`src/rtl/pcie_prp_cpld_rx.sv`:
```
`default_nettype none
// ============================================================================
//  Module   : pcie_prp_cpld_rx
//  Function : Issues PRP memory-read requests through a 4-entry tag table and
//             forwards matching completion data, dropping bad completions.
//  Revision : 1.0 - initial release
// ============================================================================
module pcie_prp_cpld_rx #(
    parameter int C_PCIE_DATA_WIDTH = 512,
    parameter int C_PCIE_ADDR_WIDTH = 48
) (
    input  logic                           pcie_user_clk,
    input  logic                           pcie_user_rst_n,

    input  logic                           tx_prp_mrd_req,
    input  logic [7:0]                     tx_prp_mrd_tag,
    input  logic [12:2]                    tx_prp_mrd_len,
    input  logic [C_PCIE_ADDR_WIDTH-1:2]   tx_prp_mrd_addr,
    output logic                           tx_prp_mrd_req_ack,

    output logic                           mrd_tx_req,
    output logic [7:0]                     mrd_tx_tag,
    output logic [12:2]                    mrd_tx_len,
    output logic [C_PCIE_ADDR_WIDTH-1:2]   mrd_tx_addr,
    input  logic                           mrd_tx_ack,

    input  logic                           cpld_valid,
    input  logic                           cpld_sop,
    input  logic                           cpld_eop,
    input  logic [7:0]                     cpld_tag,
    input  logic [9:0]                     cpld_len,
    input  logic [2:0]                     cpld_status,
    input  logic [C_PCIE_DATA_WIDTH-1:0]   cpld_data,

    output logic [7:0]                     cpld_prp_fifo_tag,
    output logic [C_PCIE_DATA_WIDTH-1:0]   cpld_prp_fifo_wr_data,
    output logic                           cpld_prp_fifo_wr_en,
    output logic                           cpld_prp_fifo_tag_last,
    output logic                           cpld_err
);

    localparam int C_NUM_ENT = 4;

    typedef enum logic [1:0] {
        R_IDLE = 2'd0,
        R_FWD  = 2'd1,
        R_ACK  = 2'd2
    } req_state_t;

    typedef enum logic [1:0] {
        C_IDLE = 2'd0,
        C_DATA = 2'd1,
        C_DROP = 2'd2
    } cpl_state_t;

    req_state_t r_req_state;
    req_state_t w_req_state_nxt;
    cpl_state_t r_cpl_state;
    cpl_state_t w_cpl_state_nxt;

    logic        r_ent_valid [C_NUM_ENT];
    logic [10:0] r_ent_rem   [C_NUM_ENT];

    logic [7:0]                    r_mrd_tag;
    logic [12:2]                   r_mrd_len;
    logic [C_PCIE_ADDR_WIDTH-1:2]  r_mrd_addr;
    logic                          w_req_take;
    logic                          w_ins;
    logic [1:0]                    w_req_idx;

    logic [7:0]                    r_cpl_tag;
    logic                          r_cpl_last;
    logic                          r_wr_en;
    logic [C_PCIE_DATA_WIDTH-1:0]  r_wr_data;
    logic [7:0]                    r_fifo_tag;
    logic                          r_tag_last;
    logic                          r_err;

    logic [1:0]  w_cpl_idx;
    logic [10:0] w_cpl_len;
    logic [10:0] w_rem_sel;
    logic [10:0] w_rem_after;
    logic        w_cpl_bad;
    logic        w_fwd;
    logic [7:0]  w_fwd_tag;
    logic        w_fwd_last;
    logic        w_drop;
    logic        w_dec;
    logic        w_clr;
    logic [1:0]  w_clr_idx;

    // ------------------------------------------------------------------
    // Request path
    // ------------------------------------------------------------------
    assign w_req_idx = tx_prp_mrd_tag[1:0];

    always_comb begin
        w_req_state_nxt = r_req_state;
        w_req_take      = 1'b0;
        w_ins           = 1'b0;
        case (r_req_state)
            R_IDLE: begin
                // A tag slot still in flight blocks reuse until its data drains
                if (tx_prp_mrd_req && !r_ent_valid[w_req_idx]) begin
                    w_req_state_nxt = R_FWD;
                    w_req_take      = 1'b1;
                end
            end
            R_FWD: begin
                if (mrd_tx_ack) begin
                    w_req_state_nxt = R_ACK;
                    w_ins           = 1'b1;
                end
            end
            R_ACK:   w_req_state_nxt = R_IDLE;
            default: w_req_state_nxt = R_IDLE;
        endcase
    end

    always_ff @(posedge pcie_user_clk or negedge pcie_user_rst_n) begin
        if (!pcie_user_rst_n) begin
            r_req_state <= R_IDLE;
            r_mrd_tag   <= '0;
            r_mrd_len   <= '0;
            r_mrd_addr  <= '0;
        end else begin
            r_req_state <= w_req_state_nxt;
            if (w_req_take) begin
                r_mrd_tag  <= tx_prp_mrd_tag;
                r_mrd_len  <= tx_prp_mrd_len;
                r_mrd_addr <= tx_prp_mrd_addr;
            end
        end
    end

    assign mrd_tx_req         = (r_req_state == R_FWD);
    assign tx_prp_mrd_req_ack = (r_req_state == R_ACK);
    assign mrd_tx_tag         = r_mrd_tag;
    assign mrd_tx_len         = r_mrd_len;
    assign mrd_tx_addr        = r_mrd_addr;

    // ------------------------------------------------------------------
    // Completion path
    // ------------------------------------------------------------------
    assign w_cpl_idx   = cpld_tag[1:0];
    assign w_cpl_len   = {1'b0, cpld_len};
    assign w_rem_sel   = r_ent_rem[w_cpl_idx];
    assign w_rem_after = w_rem_sel - w_cpl_len;
    assign w_cpl_bad   = !r_ent_valid[w_cpl_idx] || (cpld_status != 3'd0) ||
                         (w_cpl_len > w_rem_sel);

    always_comb begin
        w_cpl_state_nxt = r_cpl_state;
        w_fwd           = 1'b0;
        w_fwd_tag       = r_cpl_tag;
        w_fwd_last      = 1'b0;
        w_drop          = 1'b0;
        w_dec           = 1'b0;
        w_clr           = 1'b0;
        w_clr_idx       = r_cpl_tag[1:0];
        if (cpld_valid) begin
            case (r_cpl_state)
                C_IDLE: begin
                    // Beats without sop here are orphans and are ignored
                    if (cpld_sop) begin
                        if (w_cpl_bad) begin
                            w_drop = 1'b1;
                            if (!cpld_eop) begin
                                w_cpl_state_nxt = C_DROP;
                            end
                        end else begin
                            w_dec     = 1'b1;
                            w_fwd     = 1'b1;
                            w_fwd_tag = cpld_tag;
                            if (cpld_eop) begin
                                w_fwd_last = (w_rem_after == 11'd0);
                                w_clr      = w_fwd_last;
                                w_clr_idx  = w_cpl_idx;
                            end else begin
                                w_cpl_state_nxt = C_DATA;
                            end
                        end
                    end
                end
                C_DATA: begin
                    w_fwd = 1'b1;
                    if (cpld_eop) begin
                        w_cpl_state_nxt = C_IDLE;
                        w_fwd_last      = r_cpl_last;
                        w_clr           = r_cpl_last;
                    end
                end
                C_DROP: begin
                    if (cpld_eop) begin
                        w_cpl_state_nxt = C_IDLE;
                    end
                end
                default: w_cpl_state_nxt = C_IDLE;
            endcase
        end
    end

    always_ff @(posedge pcie_user_clk or negedge pcie_user_rst_n) begin
        if (!pcie_user_rst_n) begin
            r_cpl_state <= C_IDLE;
            r_cpl_tag   <= '0;
            r_cpl_last  <= 1'b0;
            r_wr_en     <= 1'b0;
            r_wr_data   <= '0;
            r_fifo_tag  <= '0;
            r_tag_last  <= 1'b0;
            r_err       <= 1'b0;
        end else begin
            r_cpl_state <= w_cpl_state_nxt;
            if (w_dec) begin
                r_cpl_tag  <= cpld_tag;
                r_cpl_last <= (w_rem_after == 11'd0);
            end
            r_wr_en    <= w_fwd;
            r_tag_last <= w_fwd_last;
            r_err      <= w_drop;
            if (w_fwd) begin
                r_wr_data  <= cpld_data;
                r_fifo_tag <= w_fwd_tag;
            end
        end
    end

    assign cpld_prp_fifo_wr_en    = r_wr_en;
    assign cpld_prp_fifo_wr_data  = r_wr_data;
    assign cpld_prp_fifo_tag      = r_fifo_tag;
    assign cpld_prp_fifo_tag_last = r_tag_last;
    assign cpld_err               = r_err;

    // ------------------------------------------------------------------
    // Tag table: insert and clear may hit different slots in one cycle
    // ------------------------------------------------------------------
    for (genvar gi = 0; gi < C_NUM_ENT; gi++) begin : g_ent
        always_ff @(posedge pcie_user_clk or negedge pcie_user_rst_n) begin
            if (!pcie_user_rst_n) begin
                r_ent_valid[gi] <= 1'b0;
                r_ent_rem[gi]   <= '0;
            end else begin
                if (w_ins && (r_mrd_tag[1:0] == 2'(gi))) begin
                    r_ent_valid[gi] <= 1'b1;
                    r_ent_rem[gi]   <= r_mrd_len;
                end
                if (w_dec && (w_cpl_idx == 2'(gi))) begin
                    r_ent_rem[gi] <= w_rem_after;
                end
                if (w_clr && (w_clr_idx == 2'(gi))) begin
                    r_ent_valid[gi] <= 1'b0;
                end
            end
        end
    end

endmodule
`default_nettype wire

```
`config.mk`:
```
export PLATFORM = sky130hd
export DESIGN_NAME = pcie_prp_cpld_rx
export DESIGN_NICKNAME = d
export VERILOG_FILES = /design/src/rtl/pcie_prp_cpld_rx.sv
export SDC_FILE = /design/constraint.sdc
export NUM_CORES = 1
export LEC_CHECK = 0
export BUFFER_PORTS_ARGS = -buffer_cell sky130_fd_sc_hd__buf_2
export CORE_AREA = 2 2 465 467
export CTS_CLUSTER_DIAMETER = 50
export DETAILED_ROUTE_END_ITERATION = 7
export DIE_AREA = 0 0 467 469
export GPL_ROUTABILITY_DRIVEN = 0
export PLACE_DENSITY_LB_ADDON = 0.1
export SLEW_MARGIN = 0
export SYNTH_ARGS = -nofsm -noshare
export SYNTH_HDL_FRONTEND = slang
export SYNTH_SLANG_ARGS = --single-unit
```
`constraint.sdc`:
```
create_clock -name pcie_user_clk -period 2.85 [get_ports pcie_user_clk]
set_input_delay 0.57 -clock pcie_user_clk [delete_from_list [all_inputs] [get_ports pcie_user_clk]]
set_output_delay 0.57 -clock pcie_user_clk [all_outputs]
set_load 0.02 [all_outputs]
```
### Word-level counts from Yosys, hierarchy flattened

Cells that the tools add are included.
W data, S select, Z words.

* $mul: 0
* shifts and indexed selects: 0
* multiplexer cells: 63
* eq/ne operators: 18
* reductions and logical operators: 35
* add/subtract/negate cells: 1
* bitwise gates (word level): 2
* magnitude comparators: 3
* div/mod/pow operators: 0

Operators with widths (number)
* $mux W11: 10
* $mux W8: 4
* $mux W1: 30
* $mux W2: 12
* $bmux W11 S2: 1
* $eq A2 B2 Y1 const B: 8
* $reduce_bool A2 Y1: 8
* $logic_and A1 B1 Y1: 13
* $gt A10 B11 Y1: 1
* $logic_not A11 Y1: 1
* $sub A11 B10 Y11: 1
* $eq A2 B1 Y1 const B: 5
* $logic_not A2 Y1: 5
* $pmux W2 S2: 2
* $ge A3 B3 Y1 const B: 2
* $ne A2 B2 Y1 const B: 3
* $not A2 Y3: 2
* $bmux W1 S2: 2
* $ne A2 B1 Y1 const B: 2
* $pmux W1 S2: 2
* $reduce_and A4 Y1: 1
* $reduce_bool A3 Y1: 1
* $logic_not A1 Y1: 2
* $logic_or A1 B1 Y1: 2
* other kinds (2): 2

* RAM bits: 0
* flip-flop bits (word level): 649
* bits in read-only memories: 0
* word-level logic and storage cells: 142
* output and inout port bits: 590
* latch bits: 0
* memories: 0
* input port bits: 605

### Logic depth before layout (Yosys ltp)

* depth in word-level cells: 14
* mapped depth: 15
* gate-level depth less buffers: 11

### Worst setup path before layout

OpenSTA, ideal clock, no wires.

* path type: input-to-reg
* start: in cpld_tag[0]
* end: reg r_wr_data[0] (netlist: cpld_prp_fifo_wr_data[0])
* stages: 14
* library setup time: 0.125 ns
* data required time: 2.725 ns
* arrival time: 3.900 ns
* path buffers: 6
* setup slack: -1.175 ns
* cell sequence: buf_6 -> buf_1 -> mux4_2 -> ha_1 -> clkbuf_1 -> a21o_1 -> a31oi_1 -> a21boi_1 -> o31a_1 -> o21a_1 -> buf_4 -> buf_6 -> buf_6 -> mux2_4

* cells in the longest elaborated chain, start to end: 11
* elaborated cells on any way between the ends: 15
* those cells by class: order compare (1); mux (10); bitwise (1); reduce/logical (3)

RTL lines
* start: declaration: line 30 `input logic [7:0] cpld_tag,`
* $not A2 Y3 (implied by the code) (*): line 147, 149
* parallel branches: the longest is 5 deep, another holds $gt A10 B11 Y1
* $logic_or A1 B1 Y1 (*): line 149 `assign w_cpl_bad = !r_ent_valid[w_cpl_idx] || (cpld_status != 3'd0) ||`
* $mux W1 (*): line 166 `if (w_cpl_bad) begin`
* $mux W1 (*): line 165 `if (cpld_sop) begin`
* $pmux W1 S2 (*): line 162 `case (r_cpl_state)`
* $mux W1 (*): line 161 `if (cpld_valid) begin`
* end signal: assignment: line 223 `r_wr_data <= cpld_data;`
* end: declaration: line 74 `logic [C_PCIE_DATA_WIDTH-1:0] r_wr_data;`

Every way passes the cells marked *. The select of a mux whose other input is x is not followed.
A chain may end at the register's enable or synchronous reset.

### Worst setup path in the final report

* start: reg r_ent_rem[15] (netlist bit)
* end: reg r_wr_data[11] (netlist: cpld_prp_fifo_wr_data[11])

* cells in the longest elaborated chain, start to end: 9

RTL lines
* start: declaration: line 62 `logic [10:0] r_ent_rem [C_NUM_ENT];`
* start signal: indexed assignment: line 246 `r_ent_rem[gi] <= r_mrd_len;`
* start signal: indexed assignment: line 249 `r_ent_rem[gi] <= w_rem_after;`
* $bmux W11 S2: line 147 `assign w_rem_sel = r_ent_rem[w_cpl_idx];`
* $mux W11 (implied by the code) (2 in series): line 147
* $gt A10 B11 Y1: line 150 `(w_cpl_len > w_rem_sel);`
* $logic_or A1 B1 Y1: line 149
* $mux W1: line 166
* $mux W1: line 165
* $pmux W1 S2: line 162
* $mux W1: line 161

Every way passes these cells. The select of a mux whose other input is x is not followed.

==> metrics.txt <==
Slew Limit Fails 0; final hold violation count 0; Synth Flop Type dfrtp_1; CTS buffer count 132; maximum VDD drop ~530 uV; I/O pin cnt 1195; CP max stage delay 520 ps; sw power 20.82 mW; #FFs+latches synth 649; violated checks setup timing; CTS tree done; Crit path arrival time 3900 ps; Buffers on Ports ~1200; Setup crit start kind flip-flop; Required @ worst endpoint 3450 ps; htree depth 4; Layout Nets 4184; FP Rows 170; slowest CP cell mux4_2; largest net degree at the start of global routing 77; Wirelength per Cell about 21 um; CP delay by family, top compound AO/OA/AOI/OAI gates; vias ~21000; Clock Path Buffers 3; RSZ-0062 raised after global routing yes; Min-Delay Path Class primary input to flip-flop; Rel. slew slack between 60% and 70%; Yosys top cell area share 58.54%; maxcap violations 0; Total Wirelength 139100 um; most frequent CP cell buf_16; die area 219000 um2; syn_nets 2213; detailed placement HPWL 108400 um; Die Ht 469 um; layout cells sized above 1 61.52%; Mapped Cells 1595; DRC 0; Synth cell types 58; Crit. End Element flip-flop; Avg Inst Size Synth 17.39 um2; Clock Tree Root clkbuf_16; first-pass GRT wire length 189300 um; Post-Place Setup Slack -1036 ps; status finished, violations left; total gr overflow 0; worst path bufs/invs 4; clock power share 28.8%; total track usage 12.12%; LEAKAGE 23.45 nW; Core Area about 210000 um2; clk sinks approximately 650; crit-path cells mux4_2, ha_4, a21o_1, a31oi_4, a21boi_4, o31a_1, o21a_4, buf_4, buf_16, buf_12, buf_16, mux2_4; Finished Layout Cells approximately 6500; Tmin final 3292 ps; Post-synth EDFFs 0; # fillers 23000; switch share 37.46%; PwrDens 1132 nW/um2; Reg power frac between 20% and 30%; synth warn 0; fin util 22.96%; chip width 467 um; max frequency 303.7 MHz; synth top area cells dfrtp_1, mux2_4, mux2_2; Synth top cells by count dfrtp_1, mux2_4, mux2_2; hold slack 95.77 ps; reg-to-reg setup timing slack -440 ps; WS Path Type flip-flop to flip-flop; Pre-antenna DRT Iters 4; total power 55.58 mW; post-route ant nets 0; count leader, synth dfrtp_1; final setup fails 562; area delta synth->final 76.94%; Final WS setup -442.2 ps; CP Max Fanout 18; Comb power frac 41.5%; placed cells 5714; Vias/cell 3.293; ys async rst share between 90% and 100%; Internal Power about 35 mW; cell accounting for the most synthesized area dfrtp_1; vias in the first global route 24110; actual slew at the worst max-slew pin about 570 ps; clock skew slightly below 40 ps; Tcrit/Tclk final 115.5%; synthesized cell area 27740 um2; Seq/Total Area, Yosys 58.54%; clk slew on worst S/H paths 50 ps; antenna violations before repair 48; clock latency on the worst-skew pair approximately 750 ps; Initial Util 12.98%; DRT iter0 DRCs 751
[metal layers]
layer | global-route usage (%) | part of all wire (%) | vias to the layer above
met4 | 3.972 | 3.0 | 22
met5 | 0 | 0.096 | -
met3 | 4.768 | 8.5 | 251
li1 | - | - | 9741
met1 | 14.30 | 41 | 10550
met2 | 20.00 | 48 | 891
[cell usage in the layout, fill, tap and decap left out, types with 5 or more instances in the layout]
master	instances
dlygate4sd3_1	521
ha_1	6
bufinv_16	13
dfrtp_1	649
mux4_2	13
mux2_2	104
clkbuf_1	20
diode_2	16
o22ai_1	9
inv_1	20
nand2_1	11
buf_4	132
clkbuf_16	141
buf_6	9
ha_4	5
nor2b_1	5
buf_16	12
o21ai_0	6
clkbuf_8	20
mux2i_1	91
nor2_1	17
mux2_4	483
clkinv_2	25
buf_2	1193
a21oi_1	10
clkinv_8	5
buf_12	44
[per-stage QoR]
stage                     TNS (ps)  cell area, um2
after floorplan            -371290           28040
after global placement     -510440           38340
after detailed placement   -528320           38340
after CTS                  -192170           48710
after global routing       -239880           49070
final                      -180330           49090
[worst paths after layout]
kind,from,end,cells after the start
worst max register to register,r_ent_rem[15],cpld_prp_fifo_wr_data[11],12
max in group asynchronous,pcie_user_rst_n,cpld_prp_fifo_wr_data[411],3
worst min register to register,r_cpl_last,r_cpl_last,1
min in group asynchronous,pcie_user_rst_n,mrd_tx_addr[35],2
worst min-delay path,cpld_data[504],cpld_prp_fifo_wr_data[504],2
worst max-delay path,r_ent_rem[15],cpld_prp_fifo_wr_data[11],12
[registers in the layout, summed over array words and instances (netlist names), 2 cells and up]
signal,flops
mrd_tx_tag,8
mrd_tx_len,11
cpld_prp_fifo_tag,8
r_ent_rem,44
r_req_state,2
cpld_prp_fifo_wr_data,512
r_ent_valid,4
mrd_tx_addr,46
r_cpl_tag,8
r_cpl_state,2
[cell families (layout without fill, tap and decap cells)]
kind of cell,count (synthesis),after routing,share of synthesized area (%)
AO/OA/AOI/OAI,63,63,1.619
XOR/XNOR,5,5,0.1579
adder cells (fa/ha/maj),13,13,0.6133
buffers and inverters,103,2170,2.972
flip-flops,649,649,58.54
multiplexers,691,691,34.67
other,0,16,0
AND/OR/NAND/NOR,71,71,1.425
[repair_timing]
action | CTS | global route
endpoints found under the setup margin | 579 | 579
pin swaps | 12 | 3
resized for setup | 59 | 20
hold buffers | 521 | 0
hold endpoints to repair | 551 | 0
cloned | 5 | 8
buffers inserted | 15 | 8
[power by group through the flow]
stage / Clock, mW / Combinational, mW / Sequential [mW]
finish: 16.0 / 23.1 / 16.5
global route: 17.1 / 24.5 / 17.2
CTS: 16.6 / 23.5 / 16.6
detailed placement: 0 / 22.4 / 16.6
global placement: 0 / 22.4 / 16.8
floorplan: 0 / 8.04 / 21.1
[area by class of cell]
cell class	count	area [um2]	share of cell area, %
flip-flops and latches	649	16240	33.08
clock inverters	55	784.5	1.598
repair buffers	1920	13720	27.95
diodes	16	40.04	0.08156
well taps	2838	3551	7.234
clock buffers	175	3729	7.595
inverters	20	75.07	0.1529
multi-input cells	843	10950	22.31
Power figures use the tool's default switching activity.
